--- src/rtl/pixel_wr_arbiter_if.sv ---
`default_nettype none
// ============================================================================
//  Module      : pixel_wr_arbiter_if
//  Description : Requester handshakes, clear control and RAM write-port
//                signals for the lower half-matrix pixel write arbiter.
//  Revision    : 1.0 - initial release
// ============================================================================
interface pixel_wr_arbiter_if #(
    parameter int ADDR_W = 10,
    parameter int DATA_W = 32
);
    // Requester A
    logic              a_valid;
    logic [ADDR_W-1:0] a_addr;
    logic [DATA_W-1:0] a_data;
    logic              a_ready;
    // Requester B
    logic              b_valid;
    logic [ADDR_W-1:0] b_addr;
    logic [DATA_W-1:0] b_data;
    logic              b_ready;
    // Clear engine control / status
    logic              clr_start;
    logic              clr_busy;
    logic              clr_done;
    // RAM write port
    logic              we_lower;
    logic [ADDR_W-1:0] wraddr_col_lower;
    logic [DATA_W-1:0] din_col_lower;

    // Requesters, clear controller and RAM side
    modport master (
        output a_valid, a_addr, a_data,
        input  a_ready,
        output b_valid, b_addr, b_data,
        input  b_ready,
        output clr_start,
        input  clr_busy, clr_done,
        input  we_lower, wraddr_col_lower, din_col_lower
    );

    // Arbiter side
    modport slave (
        input  a_valid, a_addr, a_data,
        output a_ready,
        input  b_valid, b_addr, b_data,
        output b_ready,
        input  clr_start,
        output clr_busy, clr_done,
        output we_lower, wraddr_col_lower, din_col_lower
    );
endinterface
`default_nettype wire

--- src/rtl/pixel_wr_arbiter.sv ---
`default_nettype none
// ============================================================================
//  Module      : pixel_wr_arbiter
//  Description : Shares the lower pixel RAM write port between two requesters
//                with round-robin arbitration; a clear engine sweeping every
//                word to a fill value takes priority over both.
//  Revision    : 1.0 - initial release
// ============================================================================
module pixel_wr_arbiter #(
    parameter int                ADDR_W    = 10,
    parameter int                DATA_W    = 32,
    parameter int                DEPTH     = 1024,
    parameter logic [DATA_W-1:0] CLR_VALUE = 32'h0000_0000
) (
    input wire logic           clk,
    input wire logic           rst,     // synchronous, active-low
    pixel_wr_arbiter_if.slave  bus
);

    localparam logic [0:0] ST_ARB   = 1'b0;
    localparam logic [0:0] ST_CLEAR = 1'b1;

    localparam logic c_GRANT_A = 1'b0;
    localparam logic c_GRANT_B = 1'b1;

    // Address of the final word of a sweep; the counter never wraps past it.
    localparam logic [ADDR_W-1:0] c_LAST_ADDR = ADDR_W'(DEPTH - 1);

    logic [0:0]        r_state;
    logic [ADDR_W-1:0] r_cnt;
    logic              r_last_grant;

    logic w_in_arb;
    logic w_a_ready;
    logic w_b_ready;

    assign w_in_arb = (r_state == ST_ARB);

    // Round-robin grant: the requester that did not win last time wins a tie.
    // A pending clear start blocks both so that no request slips in ahead of it.
    always_comb begin
        w_a_ready = w_in_arb & bus.a_valid & ~bus.clr_start &
                    (~bus.b_valid | (r_last_grant == c_GRANT_B));
        w_b_ready = w_in_arb & bus.b_valid & ~bus.clr_start &
                    (~bus.a_valid | (r_last_grant == c_GRANT_A));
    end

    assign bus.a_ready = w_a_ready;
    assign bus.b_ready = w_b_ready;

    // Arbitration / clear sweep state machine and registered RAM write port.
    always_ff @(posedge clk) begin
        if (!rst) begin
            r_state              <= ST_ARB;
            r_cnt                <= '0;
            r_last_grant         <= c_GRANT_B;
            bus.we_lower         <= 1'b0;
            bus.wraddr_col_lower <= '0;
            bus.din_col_lower    <= '0;
            bus.clr_busy         <= 1'b0;
            bus.clr_done         <= 1'b0;
        end else begin
            case (r_state)
                ST_ARB: begin
                    bus.clr_done <= 1'b0;
                    if (bus.clr_start) begin
                        r_state      <= ST_CLEAR;
                        r_cnt        <= '0;
                        bus.clr_busy <= 1'b1;
                        bus.we_lower <= 1'b0;
                    end else if (w_a_ready) begin
                        bus.we_lower         <= 1'b1;
                        bus.wraddr_col_lower <= bus.a_addr;
                        bus.din_col_lower    <= bus.a_data;
                        r_last_grant         <= c_GRANT_A;
                    end else if (w_b_ready) begin
                        bus.we_lower         <= 1'b1;
                        bus.wraddr_col_lower <= bus.b_addr;
                        bus.din_col_lower    <= bus.b_data;
                        r_last_grant         <= c_GRANT_B;
                    end else begin
                        bus.we_lower <= 1'b0;
                    end
                end

                ST_CLEAR: begin
                    // clr_start is deliberately ignored here: no restart.
                    bus.we_lower         <= 1'b1;
                    bus.wraddr_col_lower <= r_cnt;
                    bus.din_col_lower    <= CLR_VALUE;
                    r_cnt                <= r_cnt + ADDR_W'(1);
                    if (r_cnt == c_LAST_ADDR) begin
                        r_state      <= ST_ARB;
                        bus.clr_busy <= 1'b0;
                        bus.clr_done <= 1'b1;
                    end else begin
                        bus.clr_done <= 1'b0;
                    end
                end

                default: begin
                    r_state      <= ST_ARB;
                    bus.we_lower <= 1'b0;
                    bus.clr_busy <= 1'b0;
                    bus.clr_done <= 1'b0;
                end
            endcase
        end
    end

endmodule
`default_nettype wire

--- src/flat_wrapper.sv ---
// flat-port wrapper written by rule: the top's interface ports become plain ports
module pixel_wr_arbiter_flat 
#(
    parameter int                ADDR_W    = 10,
    parameter int                DATA_W    = 32,
    parameter int                DEPTH     = 1024,
    parameter logic [DATA_W-1:0] CLR_VALUE = 32'h0000_0000
)
  (clk, rst, bus_a_valid, bus_a_addr, bus_a_data, bus_a_ready, bus_b_valid, bus_b_addr, bus_b_data, bus_b_ready, bus_clr_start, bus_clr_busy, bus_clr_done, bus_we_lower, bus_wraddr_col_lower, bus_din_col_lower);
  pixel_wr_arbiter_if #(.ADDR_W(ADDR_W), .DATA_W(DATA_W)) bus_i ();
  input wire logic clk;
  input wire logic rst;
  input wire logic [$bits(bus_i.a_valid)-1:0] bus_a_valid;
  input wire logic [$bits(bus_i.a_addr)-1:0] bus_a_addr;
  input wire logic [$bits(bus_i.a_data)-1:0] bus_a_data;
  output wire logic [$bits(bus_i.a_ready)-1:0] bus_a_ready;
  input wire logic [$bits(bus_i.b_valid)-1:0] bus_b_valid;
  input wire logic [$bits(bus_i.b_addr)-1:0] bus_b_addr;
  input wire logic [$bits(bus_i.b_data)-1:0] bus_b_data;
  output wire logic [$bits(bus_i.b_ready)-1:0] bus_b_ready;
  input wire logic [$bits(bus_i.clr_start)-1:0] bus_clr_start;
  output wire logic [$bits(bus_i.clr_busy)-1:0] bus_clr_busy;
  output wire logic [$bits(bus_i.clr_done)-1:0] bus_clr_done;
  output wire logic [$bits(bus_i.we_lower)-1:0] bus_we_lower;
  output wire logic [$bits(bus_i.wraddr_col_lower)-1:0] bus_wraddr_col_lower;
  output wire logic [$bits(bus_i.din_col_lower)-1:0] bus_din_col_lower;
  assign bus_i.a_valid = bus_a_valid;
  assign bus_i.a_addr = bus_a_addr;
  assign bus_i.a_data = bus_a_data;
  assign bus_a_ready = bus_i.a_ready;
  assign bus_i.b_valid = bus_b_valid;
  assign bus_i.b_addr = bus_b_addr;
  assign bus_i.b_data = bus_b_data;
  assign bus_b_ready = bus_i.b_ready;
  assign bus_i.clr_start = bus_clr_start;
  assign bus_clr_busy = bus_i.clr_busy;
  assign bus_clr_done = bus_i.clr_done;
  assign bus_we_lower = bus_i.we_lower;
  assign bus_wraddr_col_lower = bus_i.wraddr_col_lower;
  assign bus_din_col_lower = bus_i.din_col_lower;
  pixel_wr_arbiter #(.ADDR_W(ADDR_W), .DATA_W(DATA_W), .DEPTH(DEPTH), .CLR_VALUE(CLR_VALUE)) u_core (.clk(clk), .rst(rst), .bus(bus_i));
endmodule
--- config.mk ---
export PLATFORM = sky130hd
export DESIGN_NAME = pixel_wr_arbiter_flat
export DESIGN_NICKNAME = d
export VERILOG_FILES = /design/src/rtl/pixel_wr_arbiter_if.sv /design/src/rtl/pixel_wr_arbiter.sv /design/src/flat_wrapper.sv
export SDC_FILE = /design/constraint.sdc
export NUM_CORES = 1
export LEC_CHECK = 0
export ABC_AREA = 1
export BUFFER_PORTS_ARGS = -buffer_cell sky130_fd_sc_hd__buf_2
export CAP_MARGIN = 20
export CORE_MARGIN = 3
export CORE_UTILIZATION = 51
export DETAILED_ROUTE_END_ITERATION = 10
export MAX_ROUTING_LAYER = met4
export PLACE_DENSITY = 0.83
export SLEW_MARGIN = 10
export SYNTH_ARGS = -nofsm -noshare
export SYNTH_HDL_FRONTEND = slang
export SYNTH_SLANG_ARGS = --single-unit
--- constraint.sdc ---
create_clock -name clk -period 3.3 [get_ports clk]
set_clock_uncertainty 0.1 [all_clocks]
set_input_delay 0.165 -clock clk [delete_from_list [all_inputs] [get_ports clk]]
set_output_delay 0.165 -clock clk [all_outputs]
set_load 0.02 [all_outputs]
==> results.sh, run 1 <==
export IMPL_outcome="finished, final reports clean"
export IMPL_drtIter0Drc=147
export IMPL_synth_top_area_share_pct=38.00
export IMPL_drt_pass1_iter_count=4
export IMPL_grt_pass1_vias=2704
export IMPL_power_total_mw=1.556
export IMPL_tritoncts="done"
export IMPL_drc_errors=0
export IMPL_ios=136
export IMPL_place_gp_congestion=0.8536
export IMPL_wl_per_cell_um=12.11
export IMPL_grt_max_degree=45
export IMPL_synth_area_leaders="dfxtp_1, nand2_1, o211ai_2, inv_1, a21oi_2"
export IMPL_synthFlopType="dfxtp_1"
export IMPL_ant_nets=0
export IMPL_relSlewSlack_pct=40.50
export IMPL_rows=27
export IMPL_rsz0062_at_grt="no"
export IMPL_die_h_um=82.74
export IMPL_ys_seq_area_share_pct=38.00
export IMPL_overflow=0
export IMPL_ys_async_sr_fraction_pct=0
export IMPL_finalCriticalPeriod_ns=2.092
export IMPL_min_delay_start="rst"
export IMPL_synth_common_cells="nand2_1, dfxtp_1, inv_1, a21oi_1, nand2_2"
export IMPL_dieArea_um2=6845
export IMPL_peakVddDrop_v=0.0002622
export IMPL_cp_arrival_ns=2.24
export IMPL_syn_inst=406
export IMPL_htreeDepth=3
export IMPL_clk_latency_ns=0.32
export IMPL_p_leak_nw=1.910
export IMPL_cts_setup_buffers=0
export IMPL_synth_edf_count=0
export IMPL_coreArea_um2=5608
export IMPL_num_vias=2953
export IMPL_cp_end_kind="flip-flop"
export IMPL_antenna_found_initial=0
export IMPL_avgSynthCellArea_um2=7.396
export IMPL_cts_root_buffer="clkbuf_8"
export IMPL_finalSetupTns_ns=0
export IMPL_groute_usage_overall_pct=22.51
export IMPL_synth_top_cell_by_area="dfxtp_1"
export IMPL_vias_per_cell=4.857
export IMPL_hp_class="in2reg"
export IMPL_powerDensity_nw_per_um2=410.5
export IMPL_die_w_um=82.74
export IMPL_hold_buffers=0
export IMPL_cts_buffers=9
export IMPL_post_route_period_util_pct=63.39
export IMPL_antenna_cells=0
export IMPL_setup_violations=0
export IMPL_ys_seq_elements=57
export IMPL_grt_first_pass_wirelength_um=11630
export IMPL_routed_wl_um=7361
export IMPL_syn_nets=496
export IMPL_syn_to_final_growth_pct=26.21
export IMPL_synth_cell_types=24
export IMPL_clk_pin_slew_worst_paths_ns=0.06
export IMPL_required_ns=3.45
export IMPL_syn_cell_area_um2=3003
export IMPL_worstSetupPathType="reg2reg"
export IMPL_drive_above_1_share_pct=40.49
export IMPL_synth_most_common_cell="nand2_1"
export IMPL_yosysWarnings=0
export IMPL_max_freq_mhz=478.1
export IMPL_crit_fanout=41
export IMPL_clk_path_buf_depth=2
export IMPL_tightest_slew_ns=0.8912
export IMPL_start_util_pct=53.55
export IMPL_dp_hpwl_um=5448
export IMPL_layout_nets=623
export IMPL_critPathLaunch="u_core.r_state"
export IMPL_slew_viol_final=0
export IMPL_hold_viol_final=0
export IMPL_maxCapViolations=0
export IMPL_critPathLaunchType="flip-flop"
export IMPL_cts_sinks=57
export IMPL_cts_resized=0
export IMPL_port_buffers=135
export IMPL_r2r_start="u_core.r_state"
area by class of cell:
type,instances,area (um^2)
inverters,54,202.7
clock buffers,13,138.9
well taps,72,90.09
fillers,523,1818
repair buffers,138,698.2
clock inverters,1,5.005
multi-input cells,273,1514
flip-flops and latches,57,1141
registers in the layout, summed over array words and instances, names as in the netlist:
signal,count
u_core.r_last_grant,1
u_core.bus.din_col_lower,32
u_core.bus.clr_busy,1
u_core.bus.wraddr_col_lower,10
u_core.bus.clr_done,1
u_core.r_state,1
u_core.bus.we_lower,1
u_core.r_cnt,10
placed cells by master, fill, tap and decap left out, drive strengths merged:
cell / instances
ha: 1
o211ai: 32
a21oi: 50
clkinv: 2
buf: 138
nor3: 3
clkbuf: 13
a211oi: 2
nor2: 17
nand3: 10
dfxtp: 57
nand4: 3
o21ai: 6
inv: 53
nand2: 149
layer usage:
metal | global-route usage [%] | up-vias | wire [um]
met5 | - | - | 0
met4 | 7.843 | 0 | 83
met3 | 5.640 | 9 | 582
met2 | 37.58 | 99 | 3632
met1 | 26.32 | 1292 | 3063
li1 | - | 1553 | -
stage by stage:
| stage | std cells | worst slack, ns | instance area [um^2] | util (%) | hold WS [ns] |
|---|---|---|---|---|---|
| floorplan | 406 | 1.887 | 3003 | - | 0.1881 |
| global placement | 594 | 1.285 | 3646 | 65.02 | 0.3515 |
| detailed placement | 594 | 1.207 | 3646 | 65.02 | 0.3537 |
| CTS | 608 | 1.193 | 3790 | 67.58 | 0.01921 |
| global route | 608 | 0.9993 | 3790 | 67.58 | 0.04308 |
| finish | 608 | 1.208 | 3790 | 67.58 | 0.03651 |
worst paths after layout:
check                           cells past startpoint  slack (ns)                           end
worst max register to register                      5        1.21   u_core.bus.din_col_lower[2]
worst min register to register                      2        0.36  u_core.bus.din_col_lower[29]
worst max-delay path                                5        1.21   u_core.bus.din_col_lower[2]
worst min-delay path                                3        0.04               u_core.r_cnt[7]
critical path, stage by stage, from the launching register on:
cell	delay [ns]
dfxtp_1	0.47
nor2_4	0.30
o21ai_2	0.11
inv_2	0.65
o211ai_1	0.18
a21oi_1	0.19
cells by family after synthesis:
logic type / synth area share, %
and+or+nand+nor: 25.79
adders and majority gates: 0.4166
AOI/OAI and AO/OA: 23.96
buffers and inverters: 11.83
DFF: 38.00
where the power goes:
| part | switching, mW | internal [mW] |
|---|---|---|
| registers | 0.0213 | 0.722 |
| logic | 0.190 | 0.118 |
| clock network | 0.240 | 0.264 |
No activity file was read; power rests on OpenSTA's default activity.
==> run 2, diff against run 1 <==
CORE_UTILIZATION = 43   (was 51)
PLACE_DENSITY = 0.74   (was 0.83)
clock period = 1.83 ns   (was 3.3 ns; I/O delays follow)
==> results.sh, run 2 (synthesis gave the netlist of run 1 again) <==
export IMPL_layout_nets=684
export IMPL_layout_commonest_cell="buf_2"
export IMPL_cts_setup_buffers=0
export IMPL_relSlewSlack_pct=76.14
export IMPL_maxCapViolations=0
export IMPL_cpMostUsedCell="buf_2"
export IMPL_place_gp_congestion=0.8821
export IMPL_n_fill_cell=513
export IMPL_peakVddDrop_v=0.0005064
export IMPL_die_w_um=89.57
export IMPL_overflow=0
export IMPL_ios=136
export IMPL_tightest_slew_ns=0.3579
export IMPL_stdcell_count=690
export IMPL_required_ns=1.64
export IMPL_placed_cells=624
export IMPL_drt_pass1_iter_count=4
export IMPL_dp_hpwl_um=5970
export IMPL_use_met1_pct=29.15
export IMPL_crit_fanout=10
export IMPL_critPathLaunchType="input port"
export IMPL_post_route_period_util_pct=93.40
export IMPL_clk_latency_ns=0.33
export IMPL_ant_nets=0
export IMPL_drive_above_1_share_pct=38.02
export IMPL_cts_sinks=57
export IMPL_clk_path_buf_depth=2
export IMPL_grt_util_met3_pct=7.558
export IMPL_power_total_mw=3.070
export IMPL_die_h_um=89.57
export IMPL_p_leak_nw=2.199
export IMPL_seq_area_um2=1141
export IMPL_num_vias=3323
export IMPL_coreArea_um2=6568
export IMPL_antenna_cells=0
export IMPL_powerDensity_nw_per_um2=686.3
export IMPL_finalCriticalPeriod_ns=1.709
export IMPL_max_stage_delay_ns=0.53
export IMPL_htreeDepth=3
export IMPL_path_cells="dlygate4sd3_1, buf_2, nor2_4, nand3_4, clkinv_1, buf_2"
export IMPL_clk_pin_slew_worst_paths_ns=0.06
export IMPL_hold_buffers=52
export IMPL_worstSetupPathType="in2out"
export IMPL_layout_common_cells="buf_2, nand2_1, dfxtp_1"
export IMPL_hp_class="in2reg"
export IMPL_port_buffers=135
export IMPL_slew_viol_final=0
export IMPL_drc_errors=0
export IMPL_cp_arrival_ns=1.52
export IMPL_whs_ns=0.01326
export IMPL_drtIter0Drc=153
export IMPL_multi_input_area_um2=1514
export IMPL_rows=29
export IMPL_fin_area_um2=4473
export IMPL_reg_top3="u_core.bus.din_col_lower (32), u_core.bus.wraddr_col_lower (10), u_core.r_cnt (10)"
export IMPL_groute_usage_overall_pct=24.10
export IMPL_grt_max_degree=48
export IMPL_largest_reg_flops=32
export IMPL_vias_per_cell=4.816
export IMPL_cts_buffers=9
export IMPL_cts_root_buffer="clkbuf_8"
export IMPL_syn_to_final_growth_pct=48.96
export IMPL_finalSetupTns_ns=0
export IMPL_hold_viol_final=0
export IMPL_grt_pass1_vias=3065
export IMPL_slowest_stage="dlygate4sd3_1"
export IMPL_grt_first_pass_wirelength_um=14520
export IMPL_top_register="u_core.bus.din_col_lower"
export IMPL_busiest_layer="met2"
export IMPL_routed_wl_um=9228
export IMPL_dieArea_um2=8022
export IMPL_place_area_um2=3790
export IMPL_gr_usage_met2_pct=38.96
export IMPL_antenna_found_initial=0
export IMPL_cts_resized=0
export IMPL_cp_end_kind="output port"
export IMPL_wl_per_cell_um=13.37
export IMPL_rsz0062_at_grt="no"
export IMPL_outcome="finished, final reports clean"
export IMPL_start_util_pct=45.72
export IMPL_setup_violations=0
export IMPL_max_freq_mhz=585.1
export IMPL_tritoncts="done"
-- run 2: where the power goes --
group          switching [mW]  internal (mW)  total (mW)
Clock                   0.475          0.553        1.03
Sequential             0.0333           1.30        1.34
Combinational           0.390          0.316       0.707
-- run 2: final cells by class --
cell class / instances / share of cell area (%)
Timing Repair Buffer: 199 / 29.87
Clock buffer: 14 / 3.636
Sequential cell: 57 / 25.51
Inverter: 54 / 4.531
Tap cell: 93 / 2.601
Multi-Input combinational cell: 273 / 33.85
-- run 2: per-stage QoR --
| stage | worst slack (ns) | util [%] |
|---|---|---|
| after floorplan | 0.4174 | - |
| after global routing | 0.04913 | 68.11 |
| final | 0.1208 | 68.11 |
| after global placement | 0.3122 | 57.71 |
| after CTS | 0.1398 | 68.11 |
| after detailed placement | 0.3028 | 57.71 |
-- run 2: worst max-delay path, delay by kind of cell --
kind	cells	cell delay, ns
buffers and inverters	4	1.10
AND/OR/NAND/NOR	2	0.33
-- run 2: path summary, 6_finish.rpt --
check             depth (start not counted)  slack (ns)                         start                              to
setup / recovery                          6        0.12                 bus_clr_start                     bus_a_ready
hold / removal                            5        0.01                 bus_a_addr[2]  u_core.bus.wraddr_col_lower[2]
setup reg to reg                          6        0.23                u_core.r_state     u_core.bus.din_col_lower[0]
hold reg to reg                           2        0.36  u_core.bus.din_col_lower[29]    u_core.bus.din_col_lower[29]
-- run 2: layer usage --
metal  vias to the layer above  routed length, um
li1                       1669                  -
met1                      1529               3919
met2                       117               4607
met3                         8                604
met4                         0                 96
met5                         -                  0
